## src/rtl/mem_port_arbiter_pkg.sv

```systemverilog
// ---------------------------------------------------------------------------
// mem_port_arbiter_pkg
// Shared definitions for the unified-memory port arbiter:
//   - memory access-size encodings (same values the control unit drives
//     onto Mode for loads/stores)
//   - arbiter FSM state encoding
//   - alignment check, also reused by the exception logic
// ---------------------------------------------------------------------------
package mem_port_arbiter_pkg;

  localparam logic [2:0] MEM_W  = 3'd0;
  localparam logic [2:0] MEM_HW = 3'd1;
  localparam logic [2:0] MEM_B  = 3'd2;

  typedef enum logic [1:0] {
    IDLE    = 2'd0,
    BUSY_IF = 2'd1,
    BUSY_D  = 2'd2,
    REJECT  = 2'd3
  } arb_state_t;

  // Word accesses need addr[1:0]==0, halfwords need addr[0]==0.
  // Byte accesses (and any unknown size) are never flagged.
  function automatic logic is_misaligned(input logic [2:0] mode,
                                         input logic [1:0] addr_lo);
    logic res;
    res = 1'b0;
    case (mode)
      MEM_W:   res = (addr_lo != 2'b00);
      MEM_HW:  res = addr_lo[0];
      default: res = 1'b0;
    endcase
    return res;
  endfunction

endpackage

```

## src/rtl/mem_port_arbiter_starve.sv

```systemverilog
// ---------------------------------------------------------------------------
// mem_starve_counter
// Saturating counter of fetch cycles lost to data traffic.
// Ports:
//   clk, rst   clock, asynchronous active-high reset
//   i_inc      count one blocked cycle (saturates at MAX)
//   i_clr      clear (wins over i_inc)
//   o_at_max   counter has reached MAX
// ---------------------------------------------------------------------------
module mem_starve_counter #(
  parameter int MAX = 4
) (
  input  logic clk,
  input  logic rst,
  input  logic i_inc,
  input  logic i_clr,
  output logic o_at_max
);

  localparam logic [3:0] LP_MAX = 4'(MAX);

  logic [3:0] r_cnt;

  always_ff @(posedge clk or posedge rst) begin
    if (rst) begin
      r_cnt <= 4'd0;
    end else if (i_clr) begin
      r_cnt <= 4'd0;
    end else if (i_inc && (r_cnt != LP_MAX)) begin
      r_cnt <= r_cnt + 4'd1;
    end
  end

  assign o_at_max = (r_cnt == LP_MAX);

endmodule

```

## src/rtl/mem_port_arbiter.sv

```systemverilog
// ---------------------------------------------------------------------------
// mem_port_arbiter
// Shares the single-ported unified memory between instruction fetch and
// load/store traffic. Data wins arbitration unless fetch has been blocked
// STARVE_MAX times in a row. One access is outstanding at a time; the memory
// command is held stable until mem_ready.
// Ports:
//   clk, rst                      clock, asynchronous active-high reset
//   if_req/if_addr                fetch request (level) and address
//   if_gnt/if_valid/if_rdata      fetch grant pulse, data pulse, fetched word
//   d_rd/d_wr/d_addr/d_wdata/d_mode  load/store request and payload
//   d_gnt/d_valid/d_rdata/d_misalign data grant, completion, load data, reject
//   mem_en/mem_we/mem_addr/mem_wdata/mem_mode  memory command
//   mem_rdata/mem_ready           memory response
//   busy                          arbiter not idle (pipeline stall)
// ---------------------------------------------------------------------------
module mem_port_arbiter
  import mem_port_arbiter_pkg::*;
#(
  parameter int ADDR_W     = 32,
  parameter int DATA_W     = 32,
  parameter int STARVE_MAX = 4
) (
  input  logic              clk,
  input  logic              rst,
  input  logic              if_req,
  input  logic [ADDR_W-1:0] if_addr,
  output logic              if_gnt,
  output logic              if_valid,
  output logic [DATA_W-1:0] if_rdata,
  input  logic              d_rd,
  input  logic              d_wr,
  input  logic [ADDR_W-1:0] d_addr,
  input  logic [DATA_W-1:0] d_wdata,
  input  logic [2:0]        d_mode,
  output logic              d_gnt,
  output logic              d_valid,
  output logic [DATA_W-1:0] d_rdata,
  output logic              d_misalign,
  output logic              mem_en,
  output logic              mem_we,
  output logic [ADDR_W-1:0] mem_addr,
  output logic [DATA_W-1:0] mem_wdata,
  output logic [2:0]        mem_mode,
  input  logic [DATA_W-1:0] mem_rdata,
  input  logic              mem_ready,
  output logic              busy
);

  arb_state_t        r_state, w_state_next;
  logic              r_mem_en, w_mem_en_next;
  logic              r_mem_we, w_mem_we_next;
  logic [ADDR_W-1:0] r_mem_addr, w_mem_addr_next;
  logic [DATA_W-1:0] r_mem_wdata, w_mem_wdata_next;
  logic [2:0]        r_mem_mode, w_mem_mode_next;
  logic              r_if_gnt, w_if_gnt_next;
  logic              r_if_valid, w_if_valid_next;
  logic [DATA_W-1:0] r_if_rdata, w_if_rdata_next;
  logic              r_d_gnt, w_d_gnt_next;
  logic              r_d_valid, w_d_valid_next;
  logic [DATA_W-1:0] r_d_rdata, w_d_rdata_next;
  logic              r_d_misalign, w_d_misalign_next;

  logic w_d_req, w_fetch_win, w_misalign;
  logic w_starve_inc, w_starve_clr, w_starve_max;

  assign w_d_req     = d_rd | d_wr;
  assign w_fetch_win = if_req & (~w_d_req | w_starve_max);
  assign w_misalign  = is_misaligned(d_mode, d_addr[1:0]);

  mem_starve_counter #(
    .MAX (STARVE_MAX)
  ) u_starve (
    .clk      (clk),
    .rst      (rst),
    .i_inc    (w_starve_inc),
    .i_clr    (w_starve_clr),
    .o_at_max (w_starve_max)
  );

  always_comb begin
    w_state_next      = r_state;
    w_mem_en_next     = r_mem_en;
    w_mem_we_next     = r_mem_we;
    w_mem_addr_next   = r_mem_addr;
    w_mem_wdata_next  = r_mem_wdata;
    w_mem_mode_next   = r_mem_mode;
    w_if_gnt_next     = 1'b0;
    w_if_valid_next   = 1'b0;
    w_if_rdata_next   = r_if_rdata;
    w_d_gnt_next      = 1'b0;
    w_d_valid_next    = 1'b0;
    w_d_rdata_next    = r_d_rdata;
    w_d_misalign_next = 1'b0;
    w_starve_inc      = 1'b0;
    w_starve_clr      = 1'b0;

    case (r_state)
      IDLE: begin
        if (w_fetch_win) begin
          w_state_next    = BUSY_IF;
          w_if_gnt_next   = 1'b1;
          w_mem_en_next   = 1'b1;
          w_mem_we_next   = 1'b0;
          w_mem_addr_next = if_addr;
          w_mem_mode_next = MEM_W;
          w_starve_clr    = 1'b1;
        end else if (w_d_req) begin
          w_d_gnt_next = 1'b1;
          // A fetch losing to data counts as one blocked cycle.
          w_starve_inc = if_req;
          if (w_misalign) begin
            // Rejected accesses never reach the memory.
            w_state_next = REJECT;
          end else begin
            w_state_next     = BUSY_D;
            w_mem_en_next    = 1'b1;
            w_mem_we_next    = d_wr;  // store wins if both rd and wr are set
            w_mem_addr_next  = d_addr;
            w_mem_wdata_next = d_wdata;
            w_mem_mode_next  = d_mode;
          end
        end
      end
      BUSY_IF: begin
        if (mem_ready) begin
          w_state_next    = IDLE;
          w_mem_en_next   = 1'b0;
          w_mem_we_next   = 1'b0;
          w_if_rdata_next = mem_rdata;
          w_if_valid_next = 1'b1;
        end
      end
      BUSY_D: begin
        // Every cycle a data access occupies the port also blocks fetch.
        w_starve_inc = if_req;
        if (mem_ready) begin
          w_state_next   = IDLE;
          w_mem_en_next  = 1'b0;
          w_mem_we_next  = 1'b0;
          w_d_valid_next = 1'b1;
          if (!r_mem_we) begin
            w_d_rdata_next = mem_rdata;
          end
        end
      end
      REJECT: begin
        w_state_next      = IDLE;
        w_d_valid_next    = 1'b1;
        w_d_misalign_next = 1'b1;
      end
      default: w_state_next = IDLE;
    endcase
  end

  always_ff @(posedge clk or posedge rst) begin
    if (rst) begin
      r_state      <= IDLE;
      r_mem_en     <= 1'b0;
      r_mem_we     <= 1'b0;
      r_mem_addr   <= '0;
      r_mem_wdata  <= '0;
      r_mem_mode   <= 3'd0;
      r_if_gnt     <= 1'b0;
      r_if_valid   <= 1'b0;
      r_if_rdata   <= '0;
      r_d_gnt      <= 1'b0;
      r_d_valid    <= 1'b0;
      r_d_rdata    <= '0;
      r_d_misalign <= 1'b0;
    end else begin
      r_state      <= w_state_next;
      r_mem_en     <= w_mem_en_next;
      r_mem_we     <= w_mem_we_next;
      r_mem_addr   <= w_mem_addr_next;
      r_mem_wdata  <= w_mem_wdata_next;
      r_mem_mode   <= w_mem_mode_next;
      r_if_gnt     <= w_if_gnt_next;
      r_if_valid   <= w_if_valid_next;
      r_if_rdata   <= w_if_rdata_next;
      r_d_gnt      <= w_d_gnt_next;
      r_d_valid    <= w_d_valid_next;
      r_d_rdata    <= w_d_rdata_next;
      r_d_misalign <= w_d_misalign_next;
    end
  end

  assign mem_en     = r_mem_en;
  assign mem_we     = r_mem_we;
  assign mem_addr   = r_mem_addr;
  assign mem_wdata  = r_mem_wdata;
  assign mem_mode   = r_mem_mode;
  assign if_gnt     = r_if_gnt;
  assign if_valid   = r_if_valid;
  assign if_rdata   = r_if_rdata;
  assign d_gnt      = r_d_gnt;
  assign d_valid    = r_d_valid;
  assign d_rdata    = r_d_rdata;
  assign d_misalign = r_d_misalign;
  assign busy       = (r_state != IDLE);

endmodule
```

## config.mk

```make
export PLATFORM = sky130hd
export DESIGN_NAME = mem_port_arbiter
export DESIGN_NICKNAME = d
export VERILOG_FILES = /design/src/rtl/mem_port_arbiter_pkg.sv /design/src/rtl/mem_port_arbiter_starve.sv /design/src/rtl/mem_port_arbiter.sv
export SDC_FILE = /design/constraint.sdc
export NUM_CORES = 1
export LEC_CHECK = 0
export ABC_AREA = 1
export BUFFER_PORTS_ARGS = -buffer_cell sky130_fd_sc_hd__buf_2
export CAP_MARGIN = 40
export CORE_UTILIZATION = 47
export DETAILED_ROUTE_END_ITERATION = 8
export GPL_TIMING_DRIVEN = 0
export PLACE_DENSITY_LB_ADDON = 0.2
export SYNTH_ARGS = -nofsm -noshare
export SYNTH_HDL_FRONTEND = slang
export SYNTH_SLANG_ARGS = --single-unit
export TNS_END_PERCENT = 50
```

## constraint.sdc

```tcl
create_clock -name clk -period 5.9 [get_ports clk]
set_clock_uncertainty 0.2 [all_clocks]
set_input_delay 0.59 -clock clk [delete_from_list [all_inputs] [get_ports clk]]
set_output_delay 0.59 -clock clk [all_outputs]
set_load 0.1 [all_outputs]
```

# After elaboration in Yosys (flattened, before gate mapping)
# Index checks and enable logic that the tools add are counted.
# word_totals
in_bits	137
wordCells	82
out_inout_bits	139
reg_bits	144
# classes
n_bitwise	7
n_eq_ne	10
n_mux	35
reduce_logical	15
n_addsub	1
# op_table
operator	count
32-bit 2-to-1 mux	3
1-bit 2-to-1 mux	18
1-bit one-hot mux with 2 select lines	5
2-bit nonzero test	5
3-bit 2-to-1 mux	3
4-bit 2-to-1 mux	2
4-bit AND reduction	2
2-bit 2-to-1 mux	3
3-bit != test (second input constant)	2
2-bit one-hot mux with 3 select lines	1
3-bit AND reduction	2
4-bit by 1-bit adder with 4-bit output (second input constant)	1
2-bit == test (second input constant)	2
4-bit by 3-bit == test with 1-bit output (second input constant)	1
4-bit by 3-bit != test with 1-bit output (second input constant)	1
1-bit inverter	4
2-bit AND reduction	2
3-bit by 1-bit == test with 1-bit output (second input constant)	1
3-bit zero test	1
2-bit by 1-bit == test with 1-bit output (second input constant)	1
2-bit zero test	1
2-bit by 1-bit != test with 1-bit output (second input constant)	1
2-bit != test (second input constant)	1
1-bit OR	2
other kinds (3)	3

# Depth between registers and ports, before layout
# Gate-level depths: netlist of the first run.
# depth
ltp_word	9
ltp_mapped	11
depth_no_buf	10

# Modules after synthesis
# A second synthesis of the first run with hierarchy kept.
# unflattened
cells_unflattened	727
hier_area_um2	6083.3
# by_module_without_submodules
module	n_inst	seq_area_each_um2	area_each_um2	cells_each
mem_port_arbiter	1	3503.4	5826.8	694
mem_starve_counter	1	100.1	256.5	33

# Least setup slack after synthesis of the first run
# No wires, ideal clock.
# synth_path
path_kind	flip-flop to flip-flop
from	register r_state[0]
to	register r_mem_we, in the netlist mem_we
required_time_ns	5.578
n_path_buf	1
setup_time_ns	0.122
slack_ns	3.475
t_arrival_ns	2.103
stages_incl_launch_ff	10
path_cell_list	dfrtp_1 > inv_1 > ha_1 > clkbuf_1 > inv_1 > o21ai_0 > nor2_1 > nand2_1 > nand2_1 > nand2_1
# synth_via
elab_chain_cells	4
word_cells_on_any_way	10
# synth_lines
item	line_no	rtl
from (decl)	mem_port_arbiter.sv:50	arb_state_t r_state, w_state_next;
from (signal assigned)	mem_port_arbiter.sv:172	r_state <= w_state_next;
2-bit == test / 2-bit by 1-bit == test with 1-bit output (equally long branches)	mem_port_arbiter.sv:98	case (r_state)
2-bit OR reduction (no line)	-	
2-bit by 1-bit != test with 1-bit output (no line) / 2-bit nonzero test (equally long branches)	-	
4-bit AND reduction (no line)	-	
to (signal assigned)	mem_port_arbiter.sv:174	r_mem_we <= w_mem_we_next;
to (decl)	mem_port_arbiter.sv:52	logic r_mem_we, w_mem_we_next;
# Several ways; a longest one is shown, not always the timed one.
# A chain may end at the register's enable or synchronous reset.

# Final worst setup path of the first run
# layout_path
from	register r_state[0]
to	output busy
# layout_via
elab_chain_cells	1
# layout_lines
item	line_no	rtl
2-bit nonzero test	mem_port_arbiter.sv:200	assign busy = (r_state != IDLE);
to (decl)	mem_port_arbiter.sv:47	output logic busy
# Every way passes these cells.

==> flow_summary.yaml, run 1 <==
routing:
  wire_per_inst_um: 13.9
  ant_nets: 0
  drt_wl_total_um: 16700
  dr.first_iter.drc_count: 337
  vias: 5741
  viasPerCell: 4.76
  drt_pass1_iterations: 5
  drc: 0
outcome:
  outcome: "complete, no violations"
cts:
  cts.htree.levels: 4
  numCtsBuffers: 17
  cts_tree: "done"
  clock_latency_ns: 0.41
  postCtsHoldBufs: 0
  postCtsSetupBuffers: 0
  cts-root-buf: "clkbuf_16"
  clock_sinks: 144
  clock_tree.buffer_depth: 2
  path_clk_slew_ns: 0.06
  cts_resized: 0
sta:
  fin_ws_ns: 3.22
  slew_viol_final: 0
  fin_crit_sh_pct: 45.5
  fin_crit_ns: 2.68
  relSlewSlack_pct: 60.1
  rsz0062_at_grt: "false"
  fmax_ghz: 0.373
  holdWs_ns: 0.0475
  fin_tns_setup_ns: 0
  worst_slew_pin_slew_ns: 0.599
  hold_viol: 0
  finalSetupViolations: 0
critical_path:
  start_kind: "register"
  cp.required_ns: 5.11
  critPathMostFrequentCell: "inv_1"
  cp_slowest_stage_delay_ns: 0.45
  crit_path_cell_trace: "inv_1 > ha_1 > clkbuf_1 > inv_1 > buf_2"
  cp_max_fo: 7
  cp_slowest_cell: "buf_2"
  arrival_ns: 1.89
  end_kind: "primary output"
  critical_path_class: "register to primary output"
global_route:
  grt_max_degree: 82
  first_global_vias: 5277
  grt_pass1_wl_um: 26300
  antenna_found_initial: 0
  grt.total_usage_pct: 25.5
  grt-ovfl-total: 0
synth:
  synth.net_count: 872
  synthesis.area_um2: 6150
  synth_mux_area_share_pct: 0
  yosys.area_share.simple_pct: 26.8
  avgSynthCellArea_um2: 8.45
  ys_warn_count: 0
  synth.distinct_cells: 20
  synthCells: 728
  synthAdderAreaFrac_pct: 1.42
  ys_seq_area_share_pct: 58.6
  synth_compound_area_share_pct: 6.30
  synth_top_family_by_area: "simple AND/OR/NAND/NOR gates"
  synth_xor_area_share_pct: 0.285
  ys_ff_latch: 144
die:
  die_h_um: 116
  coreArea_um2: 12700
  die_w_um: 116
  start_util_pct: 48.6
  die_area_um2: 13600
  pin_count: 276
  rows: 41
placed_design:
  dp_slack_ns: 3.66
  gp_congestion: 0.837
  post-dp-hpwl_um: 12400
  io_buffer_count: 274
  dp_cells: 1175
flow_run:
  max_cap_viol_count: 0
cells_and_area:
  area_growth_pct: 35.1
  antenna_cells: 0
  final_cells: 1205
  drive_gt1_share_pct: 31.7
  layout.nets: 1166
hold_path:
  hp-class: "input port to async pin"
[worst paths after layout]
path | startpoint | to | slack, ns | depth (start not counted)
worst max-delay path | r_state[0] | busy | 3.22 | 5
worst min-delay path | rst | mem_wdata[1] | 0.05 | 2
worst max register to register | r_state[0] | mem_wdata[14] | 3.69 | 8
worst min register to register | mem_wdata[1] | mem_wdata[1] | 0.26 | 2
max in group asynchronous | rst | if_rdata[21] | 4.64 | 3
min in group clk | d_wdata[24] | mem_wdata[24] | 0.17 | 3
[per-layer routing]
metal	track usage, %	vias to the layer above	routed length [µm]
met2	41.8	219	8280
li1	-	2863	-
met4	9.40	0	225
met5	0	-	0
met1	32.9	2641	7040
met3	5.92	18	1140
[cells by family (layout without fill, tap and decap cells)]
family | after synthesis | after routing
buffers and inverters | 95 | 400
AOI/OAI and AO/OA | 74 | 74
xor gates and xnor gates | 2 | 2
adders and majority gates | 7 | 7
and+or+nand+nor | 406 | 406
DFF | 144 | 144
[stage by stage]
| step | util [%] | area (µm²) |
|---|---|---|
| detailed placement | 61.3 | 7770 |
| global route | 65.6 | 8310 |
| global placement | 61.1 | 7740 |
| CTS | 65.6 | 8310 |
| finish | 65.6 | 8310 |
| floorplan | - | 6150 |
[cell type report]
| type | instances | area (µm²) |
|---|---|---|
| fillers | 1122 | 4360 |
| flip-flops and latches | 144 | 3600 |
| multi-input cells | 489 | 2140 |
| repair buffers | 275 | 1400 |
| clock buffers | 25 | 485 |
| well taps | 172 | 215 |
| inverters | 55 | 211 |
| plain buffers | 40 | 198 |
| clock inverters | 5 | 56.3 |
[synthesized netlist by cell type]
cell | count | area [µm²]
nand2_4 | 2 | 22.5
nand3_1 | 75 | 375
nand2_1 | 316 | 1190
a21oi_1 | 1 | 5.00
nor2_1 | 9 | 33.8
a21oi_4 | 1 | 16.3
inv_2 | 2 | 7.51
o21ai_0 | 70 | 350
inv_1 | 53 | 199
a21oi_2 | 1 | 8.76
ha_1 | 7 | 87.6
o21bai_1 | 1 | 7.51
buf_6 | 4 | 45.0
dfrtp_1 | 144 | 3600
nand3b_1 | 1 | 7.51
buf_2 | 14 | 70.1
clkbuf_1 | 22 | 82.6
nand3_2 | 2 | 20.0
nand4_1 | 1 | 6.26
xor2_1 | 2 | 17.5
[flip-flops by register name (all words and copies together) (netlist names)]
register        count
mem_mode            3
if_gnt              1
mem_en              1
d_valid             1
r_state             2
u_starve.r_cnt      4
if_rdata           32
if_valid            1
mem_we              1
mem_wdata          32
mem_addr           32
d_rdata            32
d_misalign          1
d_gnt               1
[worst max-delay path: cells and delay by family (launching register included)]
family | cells | cell delay (ns)
DFF | 1 | 0.38
adders and majority gates | 1 | 0.21
buffers and inverters | 4 | 0.90
[cells in the final DEF, fill, tap and decap left out, drive strengths merged, types with 2 or more instances in the layout]
| master | instances |
|---|---|
| o21ai | 70 |
| nor2 | 9 |
| nand2 | 318 |
| xor2 | 2 |
| buf | 293 |
| clkbuf | 47 |
| a21oi | 3 |
| nand3 | 77 |
| inv | 55 |
| clkinv | 3 |
| ha | 7 |
| dfrtp | 144 |
Power of run 1 is left out: the tool's default activity adds up to more than one toggle a clock period on the data nets, which glitch-free logic cannot reach.
==> run 2: changes to the inputs <==
==> constraint.sdc (replaced) <==
create_clock -name clk -period 2.7 [get_ports clk]
set_clock_uncertainty 0.2 [all_clocks]
set_input_delay 0.27 -clock clk [delete_from_list [all_inputs] [get_ports clk]]
set_output_delay 0.27 -clock clk [all_outputs]
set_load 0.1 [all_outputs]
==> run 2 against run 1 <==
Effect of this change:
- die area is the same
- routed wire length grew 15%
- sequential share of layout area shrank 4.7 points
- count of clock-buffer cells in the layout down 5
- register-to-register slack worse by 3.2 ns
- critical endpoint unchanged
- largest cell class unchanged
==> flow_summary.yaml, run 2 (same netlist as run 1, synthesis figures left out) <==
cells_and_area:
  final_area_um2: 9330
  nFillCells: 897
  most-common-layout-cells: "316 x nand2_1, 288 x buf_2, 144 x dfrtp_1, 89 x dlygate4sd3_1, 75 x nand3_1"
  drive_gt1_share_pct: 29.7
  final_common_cell: "nand2_1"
  layout.nets: 1258
  area_growth_pct: 51.7
critical_path:
  cp.required_ns: 2.23
  arrival_ns: 1.86
  critical_path_class: "register to primary output"
  start_kind: "register"
  cp_max_fo: 7
  end_kind: "primary output"
cts:
  cts_resized: 0
  path_clk_slew_ns: 0.06
  numCtsBuffers: 17
  clock_tree.buffer_depth: 2
  cts.htree.levels: 4
  cts-root-buf: "clkbuf_16"
  clock_latency_ns: 0.42
  clock_sinks: 144
  cts_tree: "done"
sta:
  relSlewSlack_pct: 63.2
  rsz0062_at_grt: "false"
  slew_viol_final: 0
  fin_ws_ns: 0.367
  holdWs_ns: 0.00595
  fmax_ghz: 0.429
  fin_crit_sh_pct: 86.4
  worst_slew_pin_slew_ns: 0.552
  fin_crit_ns: 2.33
  hold_viol: 0
  finalSetupViolations: 0
routing:
  ant_nets: 0
  dr.first_iter.drc_count: 341
  wire_per_inst_um: 14.8
  drt_pass1_iterations: 5
  viasPerCell: 4.87
  drt_wl_total_um: 19200
  drc: 0
  vias: 6337
die:
  rows: 41
  pin_count: 276
  die_area_um2: 13600
  start_util_pct: 48.6
  die_w_um: 116
  coreArea_um2: 12700
  die_h_um: 116
global_route:
  grt_pass1_wl_um: 30200
  grt-ovfl-total: 0
  grt.total_usage_pct: 29.3
  antenna_found_initial: 0
  grt_max_degree: 39
  first_global_vias: 6317
placed_design:
  post-dp-hpwl_um: 12600
  gp_congestion: 0.834
  dp_slack_ns: 0.539
  io_buffer_count: 274
  placed_area_um2: 7830
hold_path:
  hp-class: "input port to register"
outcome:
  outcome: "complete, no violations"
flow_run:
  max_cap_viol_count: 0
## run 2: worst paths after layout
kind / from / to / slack [ns] / cells past startpoint
min reg2reg: mem_wdata[3] / mem_wdata[3] / 0.26 / 2
max in group asynchronous: rst / mem_addr[1] / 1.05 / 6
min: if_addr[25] / mem_addr[25] / 0.006 / 5
max: r_state[0] / busy / 0.37 / 5
max reg2reg: r_state[1] / mem_wdata[9] / 0.48 / 9
min in group asynchronous: rst / d_rdata[26] / 0.27 / 3
## run 2: per-layer routing
layer / global-route usage (%) / routed length (µm)
met1: 33.5 / 7560
met3: 8.56 / 1340
met5: 0 / 0
met2: 50.6 / 9770
met4: 13.5 / 553
## run 2: through the flow
stage                     util, %  setup TNS (ns)  std cells
after floorplan                 -               0        728
after global placement       61.1          -67.31       1174
after detailed placement     61.8               0       1178
after CTS                    73.6               0       1299
after global routing         73.6               0       1299
final                        73.6               0       1300
## run 2: area by class of cell
type,count,area (µm²),area share (%)
diodes,1,2.50,0.0268
plain buffers,40,198,2.12
clock buffers,20,447,4.79
clock inverters,12,160,1.72
inverters,55,210,2.25
multi-input cells,489,2140,23.0
flip-flops and latches,144,3600,38.6
well taps,172,215,2.31
repair buffers,367,2350,25.2
## run 2: repair_timing
item,4_1_cts,5_1_grt
buffers inserted,0,0
hold buffers,89,0
endpoints found under the hold margin,142,0
## run 2: worst max-delay path: stages, from the launching register on
cell and delay (ns):
dfrtp_1 0.37, inv_1 0.10, ha_1 0.20, clkbuf_1 0.17, inv_1 0.16, buf_2 0.45
Power of run 2 is left out for the same reason.
